<file path="src/rtl/rf_text_fetch.sv">
// rf_text_fetch: row burst reader from text RAM port B into a credit-gated cell FIFO.
// Optional stall statistics: define RF_TEXT_FETCH_STATS_EN.
module rf_text_fetch #(
  parameter int FIFO_DEPTH = 8,
  parameter int ADR_W      = 13,
  parameter int COLS_W     = 8
) (
  input  logic              clk_i,
  input  logic              rst_ni,
  input  logic              start_i,
  input  logic [ADR_W-1:0]  base_adr_i,
  input  logic [COLS_W-1:0] cols_i,
  output logic              ram_cs_o,
  output logic [ADR_W-1:0]  ram_adr_o,
  input  logic [63:0]       ram_dat_i,
  output logic [63:0]       cell_o,
  output logic              cell_valid_o,
  input  logic              cell_ready_i,
  output logic              busy_o,
  output logic              done_o,
  output logic [15:0]       stall_cnt_o
);

  localparam int AW = $clog2(FIFO_DEPTH);
  localparam int CW = AW + 1;

  typedef enum logic [1:0] {
    IDLE,
    FETCH,
    DRAIN
  } state_t;

  state_t r_state;
  state_t w_next;

  logic [ADR_W-1:0]  r_adr;
  logic [COLS_W-1:0] r_issue;
  logic [COLS_W-1:0] r_pop;
  logic              r_rd_pend;
  logic              r_zdone;
  logic [CW-1:0]     r_count;
  logic [AW-1:0]     r_wptr;
  logic [AW-1:0]     r_rptr;
  logic [63:0]       r_mem [FIFO_DEPTH];

  logic          w_pop;
  logic          w_push;
  logic [CW:0]   w_used;
  logic          w_credit;
  logic          w_cs;
  logic          w_done;

  assign w_pop    = (r_count != '0) && cell_ready_i;
  assign w_push   = r_rd_pend;
  // words in the FIFO plus the one in flight, less any pop this cycle
  assign w_used   = {1'b0, r_count}
                  + {{CW{1'b0}}, r_rd_pend}
                  - {{CW{1'b0}}, w_pop};
  assign w_credit = w_used < (CW+1)'(FIFO_DEPTH);

  always_comb begin
    w_next = r_state;
    w_cs   = 1'b0;
    w_done = r_zdone;
    unique case (r_state)
      IDLE: w_next = IDLE;
      FETCH: begin
        w_cs = (r_issue != '0) && w_credit && !start_i;
        if (r_issue == '0) w_next = DRAIN;
      end
      DRAIN: begin
        if (r_pop == '0) begin
          w_next = IDLE;
          w_done = !start_i;
        end
      end
      default: w_next = IDLE;
    endcase
    if (start_i) w_next = (cols_i != '0) ? FETCH : IDLE;
  end

  always_ff @(posedge clk_i or negedge rst_ni) begin
    if (!rst_ni) begin
      r_state   <= IDLE;
      r_adr     <= '0;
      r_issue   <= '0;
      r_pop     <= '0;
      r_rd_pend <= 1'b0;
      r_zdone   <= 1'b0;
      r_count   <= '0;
      r_wptr    <= '0;
      r_rptr    <= '0;
    end else begin
      r_state <= w_next;
      r_zdone <= 1'b0;
      if (start_i) begin
        r_adr     <= base_adr_i;
        r_issue   <= cols_i;
        r_pop     <= cols_i;
        r_rd_pend <= 1'b0;
        r_zdone   <= (cols_i == '0);
        r_count   <= '0;
        r_wptr    <= '0;
        r_rptr    <= '0;
      end else begin
        r_rd_pend <= w_cs;
        if (w_cs) begin
          r_adr   <= r_adr + ADR_W'(1);
          r_issue <= r_issue - COLS_W'(1);
        end
        if (w_push) r_wptr <= r_wptr + AW'(1);
        if (w_pop) begin
          r_rptr <= r_rptr + AW'(1);
          if (r_pop != '0) r_pop <= r_pop - COLS_W'(1);
        end
        if (w_push && !w_pop) r_count <= r_count + CW'(1);
        else if (!w_push && w_pop) r_count <= r_count - CW'(1);
      end
    end
  end

  always_ff @(posedge clk_i) begin
    if (w_push) r_mem[r_wptr] <= ram_dat_i;
  end

  assign ram_cs_o     = w_cs;
  assign ram_adr_o    = r_adr;
  assign cell_valid_o = (r_count != '0);
  assign cell_o       = cell_valid_o ? r_mem[r_rptr] : 64'h0;
  assign busy_o       = (r_state != IDLE);
  assign done_o       = w_done;

`ifdef RF_TEXT_FETCH_STATS_EN
  logic [15:0] r_stall;

  always_ff @(posedge clk_i or negedge rst_ni) begin
    if (!rst_ni) begin
      r_stall <= '0;
    end else if (start_i) begin
      r_stall <= '0;
    end else if (r_state == FETCH && r_issue != '0 &&
                 !w_credit && r_stall != 16'hFFFF) begin
      r_stall <= r_stall + 16'd1;
    end
  end

  assign stall_cnt_o = r_stall;
`else
  assign stall_cnt_o = 16'h0000;
`endif

endmodule

</file>
<file path="config.mk">
export PLATFORM = sky130hd
export DESIGN_NAME = rf_text_fetch
export DESIGN_NICKNAME = d
export VERILOG_FILES = /design/src/rtl/rf_text_fetch.sv
export SDC_FILE = /design/constraint.sdc
export NUM_CORES = 1
export LEC_CHECK = 0
export ABC_AREA = 1
export CORE_MARGIN = 2
export CORE_UTILIZATION = 63
export CTS_BUF_LIST = sky130_fd_sc_hd__clkbuf_16
export DETAILED_ROUTE_END_ITERATION = 16
export PLACE_DENSITY_LB_ADDON = 0.1
export SLEW_MARGIN = 40
export SYNTH_ARGS = -nofsm -noshare
export SYNTH_HDL_FRONTEND = slang
export SYNTH_SLANG_ARGS = --single-unit
export TNS_END_PERCENT = 50
</file>
<file path="constraint.sdc">
create_clock -name clk_i -period 10.61 [get_ports clk_i]
set_input_delay 2.122 -clock clk_i [delete_from_list [all_inputs] [get_ports clk_i]]
set_output_delay 2.122 -clock clk_i [all_outputs]
set_load 0.005 [all_outputs]
</file>
Yosys cells after proc, flatten, opt, wreduce, memory -nomap -nowiden
Memory sizes are Yosys's and may differ from the RTL's.
Index checks and enable logic that the tools add are counted.
- register bits: 43
- memory bits (writable): 512
- output and inout port bits: 97
- logic and storage cells: 74
- memories: 1
- $add $sub $neg: 9
- order comparisons: 1
- equality and inequality tests: 4
- multiplexer cells: 27
- reductions and logical operators: 23
- memories (memory ; depth ; bits a word ; rd ports ; clocked after memory_dff ; write ports ; line ; source):
    r_mem ; 8 ; 64 ; 1 ; 0 ; 1 ; 44 ; logic [63:0] r_mem [FIFO_DEPTH];
- operators with widths (cell ; number):
    64-bit 2-to-1 mux ; 1
    8-bit 2-to-1 mux ; 5
    13-bit 2-to-1 mux ; 2
    8-bit logical NOT ; 3
    8-bit nonzero test ; 3
    8-bit by 1-bit subtractor with 8-bit output, second input constant ; 2
    13-bit by 1-bit adder with 13-bit output, second input constant ; 1
    3-bit 2-to-1 mux ; 4
    4-bit 2-to-1 mux ; 3
    2-bit nonzero test ; 5
    1-bit 2-to-1 mux ; 8
    3-bit by 1-bit adder with 3-bit output, second input constant ; 2
    2-bit 2-to-1 mux ; 3
    3-bit inequality test, second input constant ; 2
    4-bit by 1-bit adder with 5-bit output ; 1
    1-bit logical AND ; 5
    5-bit by 4-bit less-than comparator with 1-bit output, second input constant ; 1
    5-bit by 1-bit subtractor with 5-bit output ; 1
    4-bit by 1-bit adder with 4-bit output, second input constant ; 1
    2-bit one-hot mux with 2 select lines ; 1
    2-bit AND reduction ; 2
    4-bit nonzero test ; 1
    4-bit by 1-bit subtractor with 4-bit output, second input constant ; 1
    1-bit logical NOT ; 3
    3 further kinds ; 3

Logic depth before layout (Yosys ltp)
Gate-level depths: netlist of run 1.
- depth in word-level cells: 9
- depth in mapped cells: 19
- depth with buffers taken out: 18

Least setup slack after synthesis of run 1
No wires, ideal clock.
- kind: input -> output
- from: in cell_ready_i
- to: out ram_cs_o
- data arrival time: 3.443 ns
- data required time: 8.488 ns
- path slack: 5.045 ns
- cell stages on the path: 12
- buffers on the path: 1
- cell sequence: nand2_1 > inv_1 > ha_1 > inv_1 > ha_1 > nand4_1 > nand3_1 > nand2_1 > nor2_1 > nand2_2 > buf_4 > inv_1
- longest elaborated chain between the ends: 6
- ends and longest elaborated chain (element ; line ; source):
    from (decl) ; 18 ; input logic cell_ready_i,
    1-bit logical AND ; 53 ; assign w_pop = (r_count != '0) && cell_ready_i;
    5-bit by 1-bit subtractor with 5-bit output ; 58 ; - {{CW{1'b0}}, w_pop};
    5-bit by 4-bit less-than comparator with 1-bit output ; 59 ; assign w_credit = w_used < (CW+1)'(FIFO_DEPTH);
    1-bit logical AND (2 in series) ; 68 ; w_cs = (r_issue != '0) && w_credit && !start_i;
    1-bit 2-to-1 mux ; 65 ; unique case (r_state)
    to (decl) ; 13 ; output logic ram_cs_o,
Every way passes these cells.

Worst setup path in the final report of run 1
- from: in start_i
- to: out ram_cs_o
- longest elaborated chain between the ends: 3
- ends and longest elaborated chain (element ; line ; source):
    from (decl) ; 10 ; input logic start_i,
    1-bit logical NOT ; 68 ;
    1-bit logical AND ; 68 ;
    1-bit 2-to-1 mux ; 65 ;
Every way passes these cells.

==> results of run 1 <==
==> stage by stage <==
stage / cell area, sq um / utilization (%) / hold WS (ns) / total power, W / setup WS (ns)
after global routing: 26600 / 74.3 / 0.541 / 0.00645 / 3.33
after floorplan: 23000 / - / 0.452 / 0.00360 / 5.04
after CTS: 26500 / 74.2 / 0.495 / 0.00616 / 3.59
after detailed placement: 24800 / 69.4 / 0.484 / 0.00430 / 3.61
final: 26600 / 74.3 / 0.491 / 0.00614 / 3.57
after global placement: 24800 / 69.3 / 0.465 / 0.00426 / 3.68
==> worst max-delay path by stage <==
| stage | from | to | slack, ns | depth (start not counted) |
|---|---|---|---|---|
| floorplan | cell_ready_i | ram_cs_o | 5.04 | 12 |
| global placement | start_i | ram_cs_o | 3.68 | 10 |
| detailed placement | start_i | ram_cs_o | 3.61 | 10 |
| CTS | start_i | ram_cs_o | 3.59 | 10 |
| global route | start_i | ram_cs_o | 3.33 | 10 |
| finish | start_i | ram_cs_o | 3.57 | 10 |
==> synthesized netlist by cell type (all sizes together) (2+ instances only) <==
library cell	n	area (sq um)
nand4	7	43.8
nand3	57	290
nor2	495	1860
a21oi	12	60.1
clkbuf	62	236
or2	2	12.5
nor3	2	10.0
ha	14	175
o21bai	2	15.0
buf	72	508
o21ai	408	2040
nand2	152	576
a31oi	64	400
xor2	4	35.0
xnor2	4	35.0
dfrtp	43	1080
edfxtp	512	15400
inv	39	146
==> metal layers <==
metal,track usage [%],share of wire [%],vias up
met4,7.58,1.8,0
met5,0,0,-
met3,3.90,7.0,80
li1,-,-,7178
met2,44.6,48,567
met1,37.3,43,7416
==> final cells by class <==
class / instances / area, sq um / share of cell area [%]
multi-input combinational: 1246 / 5740 / 21.6
clock inverter: 43 / 370 / 1.39
timing repair buffer: 188 / 1900 / 7.16
clock buffer: 54 / 1350 / 5.09
inverter: 40 / 166 / 0.626
tap: 461 / 577 / 2.17
sequential: 555 / 16500 / 61.9
==> critical path: cells and delay by family <==
kind | cells | cell delay (ns)
buffers and inverters | 5 | 1.94
AND/OR/NAND/NOR | 5 | 0.81
==> state kept, by name, summed over array words and instances, names as in the netlist <==
register	cells
r_rd_pend	1
r_state	2
r_zdone	1
r_wptr	3
r_pop	8
ram_adr_o	13
r_mem	512
r_issue	8
r_rptr	3
r_count	4
==> kinds of logic (layout without fill, tap and decap cells) <==
logic type               count (synthesis)  count (layout)
AO/OA/AOI/OAI                          490             490
XOR/XNOR                                 8               8
adder cells (fa/ha/maj)                 15              15
buffers and inverters                  174             325
flip-flops                             555             555
other                                    1              16
AND/OR/NAND/NOR                        717             717
==> power groups by stage <==
stage          Sequential (W)  Combinational [W]  Clock, W
6_report              0.00261            0.00167   0.00186
5_1_grt               0.00263            0.00186   0.00196
4_1_cts               0.00263            0.00165   0.00188
3_5_place_dp          0.00267            0.00163         0
3_3_place_gp          0.00267            0.00160         0
2_1_floorplan         0.00262           0.000985         0
==> reports/metrics.csv, run 1 <==
stage,metric,value,unit
floorplanning,Starting Density,64.3,%
grt,vias in the first global route,14800,
final_layout,P&R area growth vs syn,15.7,%
status,status,"finished, final reports clean",
clocking,CTS buffer count,53,
worst_hold_path,Hold Startpoint,r_pop[0],
worst_setup_path,CP endpoint kind,primary output,
timing,Final Setup Violations,0,
clocking,cts hold-fix bufs,0,
pwr,power per cell area,231,nW/um^2
place,GPL Wtd Cong,0.819,
logic_synthesis,Synth Area in Adders,0.850,%
final_layout,Final Non-Filler Cells,2587,
pwr,leak pwr,9.26,nW
logic_synthesis,"EDFF count, synth",512,
timing,Fmax achieved,0.142,GHz
clocking,Max Root-Sink Buffers,3,
worst_hold_path,hold path depth,2,
worst_setup_path,Worst R2R End,ram_adr_o[1],
grt,global-route usage over all layers,26.8,%
grt,largest net degree at the start of global routing,176,
pwr,Sequential Power Share,42.5,%
clocking,CTS H-tree depth,2,
pwr,Logic pwr share,27.3,%
detailed_routing,DR DRC count,0,
worst_setup_path,"Critical Path, Cell by Cell","clkdlybuf4s50_1, buf_4, clkinv_2, nand3_2, nor2_1, nand2_1, nor2_1, nand2_2, inv_1, clkdlybuf4s50_1",
worst_hold_path,Hold WC Path Type,reg -> reg,
pwr,Pint,0.00430,W
logic_synthesis,XOR/XNOR Fraction of Synth Area,0.305,%
worst_setup_path,flop2flop setup slack,7.58,ns
timing,Sum Neg Setup Slack,0,ns
worst_setup_path,Max stage delay on crit path,0.62,ns
detailed_routing,per-cell routed wire length,19.6,um
clocking,CTS root buf,clkbuf_16,
detailed_routing,Iteration-0 DRC Markers,1269,
worst_setup_path,reg2reg start,r_count[3],
floorplanning,core box area,35700,sq um
worst_setup_path,critical path launch point type,input pin,
floorplanning,row count,69,
timing,Worst-Margin Slew,0.844,ns
timing,final hold violations,0,
clocking,clock sinks,555,
detailed_routing,vias,15200,
pwr,VDD IR max,0.209,mV
timing,Final Max Slew Viols,0,
timing,RSZ-0062 raised after global routing,false,
logic_synthesis,largest family of logic cells by synthesized area,simple AND/OR/NAND/NOR gates,
clocking,CTS tree,built,
final_layout,# nets final,2188,
timing,min cycle time layout,7.04,ns
logic_synthesis,mux cell area share after synthesis,0,%
logic_synthesis,Post-Synth Simple-Gate Area,12.2,%
logic_synthesis,Mapped Area,23000,sq um
place,number of port buffers,169,
timing,Worst Skew,0.0246,ns
logic_synthesis,post-synthesis compound-gate area fraction,11.1,%
clocking,clock slew at reported path FFs,0.06,ns
place,DP HPWL,24900,um
logic_synthesis,Mapped Cells,1960,
detailed_routing,"wirelength, routed",50600,um
worst_setup_path,CP max-delay cell,clkinv_2,
pwr,clock share of power,30.2,%
final_layout,"most common cell after layout, fill and taps aside",edfxtp_1,
floorplanning,# IOs,186,
logic_synthesis,"Async S/R FF share, synth",7.75,%
floorplanning,Die X,195,um
logic_synthesis,sequential area share after synthesis,71.6,%
logic_synthesis,Synth warnings,0,
clocking,CTS resizes,0,
final_layout,Fill cells,2320,
clocking,Post-CTS Setup Bufs,0,
logic_synthesis,"Top FF cell, synth",edfxtp_1,
detailed_routing,vias per inst,5.89,
timing,final period utilization,66.4,%
floorplanning,Die Footprint,38000,sq um
grt,first-pass GRT wire length,79800,um
grt,initial antenna violation count,0,
final_layout,most frequent cells in the layout,"edfxtp_1, nor2_1, o21ai_0",
logic_synthesis,"Distinct cells, synth",37,
grt,global route overflow,0,
timing,worst rel slew slack,43.7,%
logic_synthesis,Yosys reg bits,555,
logic_synthesis,Mean Syn Cell Area,11.7,sq um
place,cell count after placement,2488,
pwr,sw frac,30.0,%
worst_setup_path,R2R cell count,18,
floorplanning,die height,195,um
final_layout,ANT cells,0,
job,maxcap violations,0,
worst_setup_path,Worst EP arrival,4.92,ns
worst_setup_path,Worst EP required,8.49,ns
detailed_routing,router iterations before antenna repair,5,
pwr,Switch Pwr,0.00184,W
worst_hold_path,Hold Path End,r_pop[0],
worst_setup_path,"critical path fanouts, max",51,
clocking,clk_lat worst skew,0.58,ns
final_layout,fraction of layout cells with a size suffix above 1,5.22,%
worst_setup_path,Crit Path Class,in -> out,
detailed_routing,antenna-violating nets left,0,
No activity file was read; power rests on OpenSTA's default activity.
==> run 2: changes to the inputs <==
Settings changed: CORE_UTILIZATION 63 to 58.
Clock period 10.61 ns to 6.6 ns, I/O delays scaled along.
==> run 2 against run 1 <==
Compared with the run above: final area grew 0.22%; clock power grew 47%; clock-buffer cell count unchanged; via count decreased by 0.37%; worst hold slack better by 0.0032 ns; combinational power up 61%; register-to-register slack worse by 4.1 ns; worst setup slack got worse by 2.2 ns; global-route usage shrank 1.9 points; critical path type unchanged; largest power group unchanged.
==> reports/metrics.csv, run 2 (synthesis results as in run 1) <==
stage,metric,value,unit
final_layout,Sequential Area,16500,sq um
floorplanning,row count,72,
worst_setup_path,"critical path fanouts, max",24,
clocking,clk_lat worst skew,0.59,ns
detailed_routing,router iterations before antenna repair,6,
pwr,total power,0.00963,W
detailed_routing,DR DRC count,0,
worst_hold_path,hold path depth,2,
pwr,power per cell area,362,nW/um^2
clocking,CTS root buf,clkbuf_16,
timing,Worst Skew,0.0179,ns
final_layout,fraction of layout cells with a size suffix above 1,5.39,%
place,GPL Wtd Cong,0.867,
clocking,CTS tree,built,
worst_setup_path,R2R cell count,18,
final_layout,most frequent cells in the layout,"edfxtp_1, nor2_1, o21ai_0",
worst_setup_path,critical path launch point type,input pin,
timing,min cycle time layout,5.19,ns
timing,final period utilization,78.7,%
status,status,"finished, final reports clean",
clocking,clock slew at reported path FFs,0.06,ns
place,DP HPWL,27000,um
detailed_routing,vias per inst,5.73,
grt,vias in the first global route,14500,
floorplanning,Die Footprint,41200,sq um
grt,first-pass GRT wire length,79600,um
floorplanning,core box area,38800,sq um
grt,global-route usage over all layers,24.8,%
final_layout,Fill cells,2799,
clocking,Max Root-Sink Buffers,3,
timing,Sum Neg Setup Slack,0,ns
clocking,CTS buffer count,54,
final_layout,Final Util,68.6,%
final_layout,"most common cell after layout, fill and taps aside",edfxtp_1,
detailed_routing,Iteration-0 DRC Markers,1384,
detailed_routing,antenna-violating nets left,0,
floorplanning,Starting Density,59.2,%
timing,final hold violations,0,
worst_setup_path,CP endpoint kind,primary output,
timing,RSZ-0062 raised after global routing,false,
final_layout,largest register by flop count,r_mem,
final_layout,Largest register FFs,512,
clocking,Post-CTS Setup Bufs,0,
detailed_routing,vias,15200,
pwr,VDD IR max,0.251,mV
worst_setup_path,Worst EP arrival,3.87,ns
detailed_routing,per-cell routed wire length,19.2,um
clocking,cts hold-fix bufs,0,
job,maxcap violations,0,
grt,global route overflow,0,
grt,largest net degree at the start of global routing,142,
timing,Final Setup Violations,0,
final_layout,P&R area growth vs syn,15.9,%
clocking,clock sinks,555,
final_layout,ANT cells,0,
final_layout,# nets final,2198,
place,number of port buffers,169,
timing,Final Max Slew Viols,0,
final_layout,multi-input logic area,5740,sq um
grt,initial antenna violation count,3,
clocking,CTS H-tree depth,2,
floorplanning,die height,203,um
pwr,leak pwr,9.26,nW
floorplanning,Die X,203,um
clocking,CTS resizes,0,
floorplanning,# IOs,186,
worst_hold_path,Hold WC Path Type,reg -> reg,
worst_setup_path,Crit Path Class,in -> out,
detailed_routing,"wirelength, routed",50800,um
timing,Worst-Margin Slew,0.811,ns
timing,worst rel slew slack,45.9,%
timing,Fmax achieved,0.193,GHz
worst_setup_path,Worst EP required,5.28,ns
-- run 2: cell type report --
| cell class | count | area share, % |
|---|---|---|
| multi-input cells | 1246 | 21.6 |
| clock buffers | 54 | 5.08 |
| clock inverters | 40 | 0.775 |
| inverters | 40 | 0.616 |
| well taps | 518 | 2.43 |
| flip-flops and latches | 555 | 61.8 |
| repair buffers | 197 | 7.72 |
-- run 2: routing by layer --
metal  track usage (%)  vias up  wire length [um]
met5                 0        -                19
met4              6.18        2               881
met3              4.64       64              3550
met2              39.6      480             23900
met1              35.7     7451             22400
li1                  -     7188                 -
-- run 2: through the flow --
step | hold WS (ns) | std cells | worst slack [ns] | cell area, sq um
after floorplan | 0.452 | 1975 | 2.63 | 23000
after global placement | 0.467 | 2549 | 1.47 | 24900
after detailed placement | 0.473 | 2556 | 1.42 | 25100
after CTS | 0.492 | 2650 | 1.42 | 26600
after global routing | 0.515 | 2650 | 1.17 | 26600
final | 0.494 | 2650 | 1.41 | 26600
-- run 2: where the power goes --
group	total (W)	internal [W]	switching, W
combinational	0.00269	0.00114	0.00155
sequential	0.00420	0.00403	0.000162
clock	0.00274	0.00151	0.00123
-- run 2: worst max-delay path: stages --
cell and delay [ns]:
clkdlybuf4s50_1 0.45, nand2_1 0.09, inv_1 0.18, ha_1 0.18, inv_1 0.04, ha_1 0.28
nand3_1 0.09, nand2_1 0.07, nand2_1 0.06, nand2_1 0.06, nand2_1 0.04, nand2_1 0.07
nand2_2 0.29, inv_1 0.13, clkdlybuf4s50_1 0.50
-- run 2: final timing paths --
check	slack, ns	from	endpoint
max reg2reg	3.53	r_count[2]	ram_adr_o[3]
min	0.49	r_pop[0]	r_pop[0]
min in group asynchronous	0.72	rst_ni	r_count[0]
max in group asynchronous	5.46	rst_ni	r_rptr[1]
max	1.41	cell_ready_i	ram_cs_o
min reg2reg	0.49	r_pop[0]	r_pop[0]
